--- src/rtl/pc_commit_stage.sv ---
// rtl/pc_commit_stage.sv - multi-phase PC commit stage with latched branch decision
module pc_commit_stage #(
   parameter int          PHASES       = 10,
   parameter int          SAMPLE_PHASE = 5,
   parameter logic [31:0] RESET_PC     = 32'h0000_0000
) (
   input  logic        clock,
   input  logic        reset,
   input  logic        enable,
   input  logic [31:0] entrada_mux,
   input  logic        branch,
   input  logic        zero,
   input  logic [2:0]  funct3,
   output logic [31:0] estado_pc,
   output logic [3:0]  fase,
   output logic        desvio_tomado,
   output logic        pc_atualizado
);

   typedef enum logic {
      DECIDE = 1'b0,
      HOLD   = 1'b1
   } state_t;

   localparam logic [3:0] SAMPLE_LAST = 4'(SAMPLE_PHASE - 1);
   localparam logic [3:0] PHASE_LAST  = 4'(PHASES - 1);

   state_t      state;
   state_t      state_next;
   logic [31:0] target;
   logic        taken_cond;
   logic        sample_edge;
   logic        commit_edge;

   // Branch inputs only matter on the sample edge; all other edges ignore them.
   always_comb begin
      taken_cond  = branch & (((funct3 == 3'b000) & zero) | ((funct3 == 3'b001) & ~zero));
      sample_edge = enable && (state == DECIDE) && (fase == SAMPLE_LAST);
      commit_edge = enable && (state == HOLD) && (fase == PHASE_LAST);
      state_next  = state;
      case (state)
         DECIDE:  if (sample_edge) state_next = HOLD;
         HOLD:    if (commit_edge) state_next = DECIDE;
         default: state_next = DECIDE;
      endcase
   end

   always_ff @(posedge clock) begin
      if (!reset) begin
         state <= DECIDE;
      end else begin
         state <= state_next;
      end
   end

   always_ff @(posedge clock) begin
      if (!reset) begin
         estado_pc     <= RESET_PC;
         fase          <= 4'd0;
         desvio_tomado <= 1'b0;
         pc_atualizado <= 1'b0;
         target        <= 32'd0;
      end else begin
         pc_atualizado <= commit_edge;
         if (enable) begin
            fase <= (fase == PHASE_LAST) ? 4'd0 : fase + 4'd1;
         end
         if (sample_edge) begin
            desvio_tomado <= taken_cond;
            target        <= entrada_mux;
         end
         // Commit clears the decision so the next instruction decides afresh.
         if (commit_edge) begin
            estado_pc     <= desvio_tomado ? target : estado_pc + 32'd1;
            desvio_tomado <= 1'b0;
         end
      end
   end

endmodule

--- config.mk ---
export PLATFORM = sky130hd
export DESIGN_NAME = pc_commit_stage
export DESIGN_NICKNAME = d
export VERILOG_FILES = /design/src/rtl/pc_commit_stage.sv
export SDC_FILE = /design/constraint.sdc
export NUM_CORES = 1
export LEC_CHECK = 0
export CORE_ASPECT_RATIO = 1.4
export CORE_MARGIN = 4
export CORE_UTILIZATION = 48
export DETAILED_ROUTE_END_ITERATION = 7
export PLACE_DENSITY = 0.73
export REMOVE_ABC_BUFFERS = 1
export SETUP_SLACK_MARGIN = 0.3
export SLEW_MARGIN = 20
export SYNTH_ARGS = -nofsm -noshare
export SYNTH_HDL_FRONTEND = slang
export SYNTH_SLANG_ARGS = --single-unit
--- constraint.sdc ---
create_clock -name clock -period 2.65 [get_ports clock]
set_input_delay 0.795 -clock clock [delete_from_list [all_inputs] [get_ports clock]]
set_output_delay 0.795 -clock clock [all_outputs]
set_load 0.02 [all_outputs]
==> Word-level counts from Yosys, hierarchy flattened <==
Index checks and enable logic that the tools add are counted.
{ "classes": {"addsub": 2, "multipliers": 0, "div_mod_pow": 0, "order_cmp": 0, "eq_ne": 3, "shift": 0, "n_mux": 5, "bitwise": 7, "reduce_logical": 6} }
{ "ops": {"columns": ["op", "n"], "rows": [
  ["adder 32 x 1 -> 32 bit (second input constant)", 1],
  ["two-way mux 32 bit", 1],
  ["adder 4 x 1 -> 4 bit (second input constant)", 1],
  ["equality test 4 x 3 -> 1 bit (second input constant)", 1],
  ["equality test 4 bit (second input constant)", 1],
  ["logical AND 1 bit", 4],
  ["two-way mux 4 bit", 1],
  ["AND 1 bit", 3],
  ["equality test 3 x 1 -> 1 bit (second input constant)", 1],
  ["zero test 3 bit", 1],
  ["NOT 1 bit", 3],
  ["two-way mux 1 bit", 2],
  ["one-hot mux 1 bit (2 select lines)", 1],
  ["OR reduction 2 bit", 1],
  ["bitwise OR 1 bit", 1]
]} }
{ "totals": {"regBits": 71, "latchBits": 0, "ram_bits": 0, "mem_bits_ro": 0, "input_bits": 40, "output_inout_bits": 38, "elab_cells": 29, "n_memories": 0} }

==> Depth between registers and ports, before layout <==
Gate-level depths: netlist (run 1).
{ "logic_depth": {"depth_word": 5, "depth_mapped": 8, "depth_no_buf": 6} }

==> Worst setup path after synthesis (run 1) <==
OpenSTA, ideal clock, no wires.
{ "synth_path": {"kind": "in2reg", "startpoint": "input port enable", "endpoint": "register estado_pc[5]", "setup_time_ns": 0.074, "arrival_time_ns": 1.971, "t_required_ns": 2.576, "path_slack_ns": 0.605, "path_stages": 6, "path_buffers": 2, "cell_sequence": "nand2_2 or2_1 buf_6 buf_6 or4_1 a31oi_1"} }
{ "synth_between": {"elab_chain_cells": 2} }
{ "synth_rtl": {"columns": ["element", "line", "text"], "rows": [
  ["start: declaration", "9", "input logic enable,"],
  ["logical AND 1 bit (2 in series)", "39", "commit_edge = enable && (state == HOLD) && (fase == PHASE_LAST);"],
  ["end signal: assignment", "74", "estado_pc <= desvio_tomado ? target : estado_pc + 32'd1;"],
  ["end: declaration", "14", "output logic [31:0] estado_pc,"]
]} }
Every way passes these cells.
A chain may end at the register's enable or synchronous reset.

==> Worst setup path after layout (run 1) <==
{ "layout_path": {"startpoint": "register estado_pc[27]", "endpoint": "output port estado_pc[27]"} }
No word-level cell between the ends.

==> run_results.csv, run 1 <==
group,metric,value,unit
power,pwr-share-seq,44.9,%
cts,root_buffer,"clkbuf_8",
grt,grt_pass1_wl,16.1,mm
hold_path,hold_class,"reg2reg",
critical_path,cp.buffers_inverters,1,
grt,gr-total-overflow,0,
cts,cts_buffer_depth,2,
synth,syn-instance-count,448,
sta,fin_skew,0.00851,ns
critical_path,end_kind,"primary output",
final_layout,final-seq-area,1420,um^2
floorplanning,rows,36,
critical_path,path_cells,"clkdlybuf4s50_1",
synth,synth.top_cells.by_area,"dfxtp_1 (40%), nand2_1 (10%), a21oi_1 (7.8%)",
sta,timing.fmax,435,MHz
power,p_comb_share,7.6,%
synth,synth.distinct_cells,50,
floorplanning,initial_utilization,50.0,%
power,swShare,20.7,%
floorplanning,core,7070,um^2
route,drt_iter0_drc,219,
run_status,outcome,"finished clean",
hold_path,worstHoldStart,"target[12]$_SDFFE_PN0P_",
critical_path,slowest_delay,0.67,ns
synth,syn_area,3530,um^2
sta,min_period,2.30,ns
floorplanning,fp.dieArea,8820,um^2
critical_path,path_class,"reg2out",
final_layout,diodes,0,
final_layout,syn_to_final_growth,35.1,%
floorplanning,fp.dieW,80.5,um
cts,clk_pin_slew,0.07,ns
critical_path,cp.required,1.86,ns
power,p_clk_share,47.5,%
sta,grt_setup_unrepaired,"no",
grt,antenna_found_initial,0,
critical_path,r2r_cells,5,
grt,first_global_vias,3402,
final_layout,fill_cells,630,
final_layout,fin_area,4770,um^2
sta,fin_ws,0.353,ns
final_layout,drive_gt1_share,10.2,%
power,leakage,1.62,nW
sta,period_share,86.7,%
place,placed_area,4480,um^2
power,power_switching,0.514,mW
critical_path,cp.arrival,1.50,ns
place,numPortBuffers,77,
cts,cts.sinks,71,
cts,clk_latency,0.35,ns
place,routabilityCongestion,0.817,
place,preCtsSetupSlack,-0.0349,ns
power,vdd_drop_max,0.469,mV
synth,netlist.area_leader.share,40.2,%
critical_path,critPathTopFamily,"buffers and inverters",
flow_run,maxCapViolCount,0,
cts,hold_buffers,0,
floorplanning,die_h,110,um
synth,synthTopCellsByCount,"nand2_1 (95), dfxtp_1 (71), a21oi_1 (55)",
cts,cts_made_buffers,9,
synth,ys_seq_elements,71,
critical_path,cp_slowest_cell,"clkdlybuf4s50_1",
critical_path,start_kind,"flop",
sta,finalHoldViolations,0,
final_layout,multi_input_area,1950,um^2
power,powerDensity,520,nW/um^2
synth,yosysWarningCount,0,
cts,htreeDepth,3,
hold_path,holdPathEnd,"target[12]$_SDFFE_PN0P_",
critical_path,r2r-start,"estado_pc[4]$_SDFFE_PN0P_",
final_layout,fin_nets,564,
synth,syn_avg_cell_area,7.89,um^2
synth,async_flop_share,0,%
route,ant_nets,0,
route,vias,3593,
floorplanning,ios,78,
place,hpwl,6.52,mm
critical_path,cp_max_fo,9,
sta,setup_viol,0,
cts,cts_tree,"built",
synth,synth_edf_count,0,
critical_path,r2r_slack,0.46,ns
sta,worst_pin_slew,0.588,ns
power,p_total,2.48,mW
route,detail_route.first_pass.iterations,4,
critical_path,timing.rr.end,"estado_pc[21]$_SDFFE_PN0P_",
route,drt-total-wl,9.70,mm
synth,yosys_most_used_dff,"dfxtp_1",
route,wl_per_cell,15.6,um
hold_path,worstHoldPathCells,2,
grt,grt_max_degree,55,
synth,yosysMostFrequentCell,"nand2_1",
sta,drv_slew,0,
sta,slew_headroom,60.8,%
power,p_int,1.97,mW
synth,synth-seq-area-share,40.2,%
synth,synth_top_area_cell,"dfxtp_1",
route,vias_per_cell,5.77,
grt,grt.total_usage,23.3,%
route,drc,0,
worst max-delay path by stage:
stage	start	end	slack (ns)	cells after the start
after global routing	estado_pc[27]$_SDFFE_PN0P_	estado_pc[27]	0.30	1
final	estado_pc[27]$_SDFFE_PN0P_	estado_pc[27]	0.35	1
after CTS	enable	estado_pc[23]$_SDFFE_PN0P_	0.31	7
after global placement	enable	estado_pc[21]$_SDFFE_PN0P_	0.01	7
after floorplan	desvio_tomado$_SDFFE_PP0P_	estado_pc[22]$_SDFFE_PN0P_	-0.45	4
after detailed placement	enable	estado_pc[23]$_SDFFE_PN0P_	-0.03	7
per-stage QoR:
step                setup TNS (ns)  instances  utilization [%]  hold WS, ns
CTS                              0        623             67.3        0.458
detailed placement         -0.0374        607             63.4        0.448
floorplan                   -18.55        415                -        0.432
global placement                 0        607             63.4        0.445
global route                     0        623             67.5        0.476
finish                           0        623             67.5        0.455
cell usage in the layout, fill, tap and decap left out, types with 5 or more instances in the layout:
cell / count
nor2_1: 14
buf_4: 15
nand4_1: 16
nand2_1: 95
a21oi_1: 55
o22ai_1: 10
clkbuf_8: 11
nor3_1: 5
a22oi_1: 19
nor4_1: 9
mux2i_1: 6
or3_1: 9
and2_1: 7
o21ai_0: 14
mux2_2: 6
and3_1: 8
clkdlybuf4s50_1: 76
nand3_1: 12
xor2_1: 5
dfxtp_1: 69
logic make-up (layout without fill, tap and decap cells):
kind of cell,after synthesis,in the layout,synth area share (%)
XOR/XNOR,6,6,1.49
buffers and inverters,38,118,4.82
flip-flops,71,71,40.2
multiplexers,12,12,3.61
adder cells (fa/ha/maj),1,1,0.354
AND/OR/NAND/NOR,198,198,28.6
AO/OA/AOI/OAI,122,122,20.9
cell type report:
type                            instances  share of cell area, %
Clock buffer                           11                   3.17
Clock inverter                          5                   2.67
Inverter                                5                  0.393
Multi-Input combinational cell        339                   41.0
Sequential cell                        71                   29.8
Tap cell                               95                   2.49
Timing Repair Buffer                   97                   20.5
flip-flops by register name, summed over array words and instances (netlist names):
name,flops
fase,4
estado_pc,32
desvio_tomado,1
target,32
state,1
pc_atualizado,1
power by group through the flow:
stage	logic, mW	registers, mW	clock network [mW]
after global placement	0.184	1.14	0
after global routing	0.203	1.12	1.24
after detailed placement	0.188	1.14	0
after CTS	0.190	1.11	1.19
after floorplan	0.0557	1.15	0
final	0.188	1.11	1.18
per-layer routing:
| metal | wire [um] | global-route usage [%] | up-vias |
|---|---|---|---|
| met5 | 0 | 0 | - |
| met3 | 370 | 2.95 | 22 |
| met1 | 4170 | 28.2 | 1712 |
| li1 | - | - | 1774 |
| met4 | 286 | 12.6 | 0 |
| met2 | 4880 | 39.7 | 85 |
what timing repair did:
item                       4_1_cts  5_1_grt
buffers inserted                 0        0
setup endpoints to repair        0        9
gates resized for setup          0        5
Note: power is estimated with default switching activity, not from simulation.
==> run 2, diff against run 1 <==
--- a/config.mk
+++ b/config.mk
@@ -6,10 +6,11 @@
 export NUM_CORES = 1
 export LEC_CHECK = 0
 export CORE_ASPECT_RATIO = 1.4
-export CORE_MARGIN = 4
+export CORE_MARGIN = 2
 export CORE_UTILIZATION = 48
 export DETAILED_ROUTE_END_ITERATION = 7
-export PLACE_DENSITY = 0.73
+export DONT_BUFFER_PORTS = 1
+export PLACE_DENSITY = 0.6
 export REMOVE_ABC_BUFFERS = 1
 export SETUP_SLACK_MARGIN = 0.3
 export SLEW_MARGIN = 20
==> run_results.csv, run 2 (synthesis results as in run 1) <==
group,metric,value,unit
sta,setup_viol,0,
final_layout,mostFrequentLayoutCells,"nand2_1 (95), dfxtp_1 (69), a21oi_1 (55)",
critical_path,end_kind,"flop",
grt,grt_pass1_wl,15.8,mm
sta,finalHoldViolations,0,
route,drt-total-wl,9.30,mm
power,leakage,1.30,nW
final_layout,syn_to_final_growth,10.3,%
floorplanning,core,7220,um^2
route,drt_iter0_drc,130,
flow_run,maxCapViolCount,0,
place,placed_area,3700,um^2
cts,root_buffer,"clkbuf_8",
power,powerDensity,526,nW/um^2
floorplanning,die_h,106,um
critical_path,start_kind,"flop",
grt,grt.total_usage,24.4,%
sta,grt_setup_unrepaired,"no",
cts,htreeDepth,3,
grt,antenna_found_initial,0,
sta,slew_headroom,60.6,%
power,swShare,23.8,%
final_layout,layout_commonest_cell,"nand2_1",
cts,clk_latency,0.35,ns
floorplanning,rows,37,
sta,min_period,2.24,ns
floorplanning,fp.dieW,76.5,um
final_layout,reg_top3,"estado_pc (32), target (32), fase (4)",
critical_path,path_class,"reg2reg",
grt,grt_max_degree,34,
route,wl_per_cell,16.8,um
run_status,outcome,"finished clean",
hold_path,hold_class,"reg2reg",
critical_path,cp.arrival,2.52,ns
route,drc,0,
route,vias,3245,
final_layout,drive_gt1_share,12.9,%
sta,worst_pin_slew,0.586,ns
sta,period_share,84.6,%
power,p_int,1.56,mW
place,dp.cells,537,
power,p_clk_share,40.8,%
grt,first_global_vias,3177,
critical_path,cp.required,2.93,ns
grt,gr-total-overflow,0,
power,p_comb_share,4.4,%
sta,drv_slew,0,
place,hpwl,6.30,mm
place,numPortBuffers,0,
sta,hold-worst-slack,0.455,ns
cts,cts.sinks,71,
sta,timing.fmax,446,MHz
route,detail_route.first_pass.iterations,4,
final_layout,fin_nets,492,
sta,fin_skew,0.00839,ns
final_layout,fin_cells,553,
cts,cts_made_buffers,9,
floorplanning,ios,78,
power,vdd_drop_max,0.336,mV
sta,fin_setup_tns,0,ns
floorplanning,fp.dieArea,8070,um^2
final_layout,diodes,0,
critical_path,cp_max_fo,8,
power,pwr-share-seq,54.8,%
cts,cts_buffer_depth,2,
place,routabilityCongestion,0.840,
cts,post_cts_buffers,0,
floorplanning,initial_utilization,48.9,%
cts,clk_pin_slew,0.07,ns
route,ant_nets,0,
route,vias_per_cell,5.87,
cts,cts_tree,"built",
final_layout,fin_area,3900,um^2
power,power_switching,0.488,mW
## run 2: path summary, 6_finish.rpt
check                             startpoint                          to  slack, ns  depth (start not counted)
setup / recovery  estado_pc[12]$_SDFFE_PN0P_  estado_pc[21]$_SDFFE_PN0P_       0.41                          5
hold / removal       target[15]$_SDFFE_PN0P_     target[15]$_SDFFE_PN0P_       0.45                          2
setup reg to reg  estado_pc[12]$_SDFFE_PN0P_  estado_pc[21]$_SDFFE_PN0P_       0.41                          5
hold reg to reg      target[15]$_SDFFE_PN0P_     target[15]$_SDFFE_PN0P_       0.45                          2
## run 2: metrics by stage
| step | power [mW] | utilization, % | setup WS, ns |
|---|---|---|---|
| 2_1_floorplan | 1.21 | - | -0.452 |
| 3_3_place_gp | 1.24 | 51.2 | 0.458 |
| 3_5_place_dp | 1.24 | 51.2 | 0.426 |
| 4_1_cts | 2.08 | 53.9 | 0.400 |
| 5_1_grt | 2.13 | 54.0 | 0.371 |
| 6_report | 2.05 | 54.0 | 0.408 |
## run 2: layer usage
metal  global-route usage [%]  part of all wire (%)  wire (um)
met1                     29.5                    44       4050
met2                     41.6                    50       4640
met3                     4.28                   4.3        404
met4                     12.2                   2.2        203
met5                        0                     0          0
## run 2: power by group through the flow
stage          registers, mW  logic (mW)  clock network [mW]
2_1_floorplan           1.15      0.0557                   0
3_3_place_gp            1.15      0.0889                   0
3_5_place_dp            1.15      0.0909                   0
4_1_cts                 1.12      0.0913               0.862
5_1_grt                 1.13       0.100               0.905
6_report                1.12      0.0902               0.837
## run 2: area by class of cell
class | instances | area [um^2]
clock buffers | 13 | 179
clock inverters | 3 | 15.0
fillers | 746 | 3320
inverters | 5 | 18.8
multi-input cells | 339 | 1950
flip-flops and latches | 71 | 1420
well taps | 97 | 121
repair buffers | 25 | 188
## run 2: timing repair
item / in CTS / in global routing
hold buffers: 0 / 0
setup endpoints to repair: 0 / 3
gates resized for setup: 0 / 3
## run 2: critical path: stages, from the launching register on
cell	delay [ns]
dfxtp_1	0.58
and4_1	0.39
nand2_1	0.14
nor4_1	0.54
mux2_2	0.40
a21oi_1	0.13
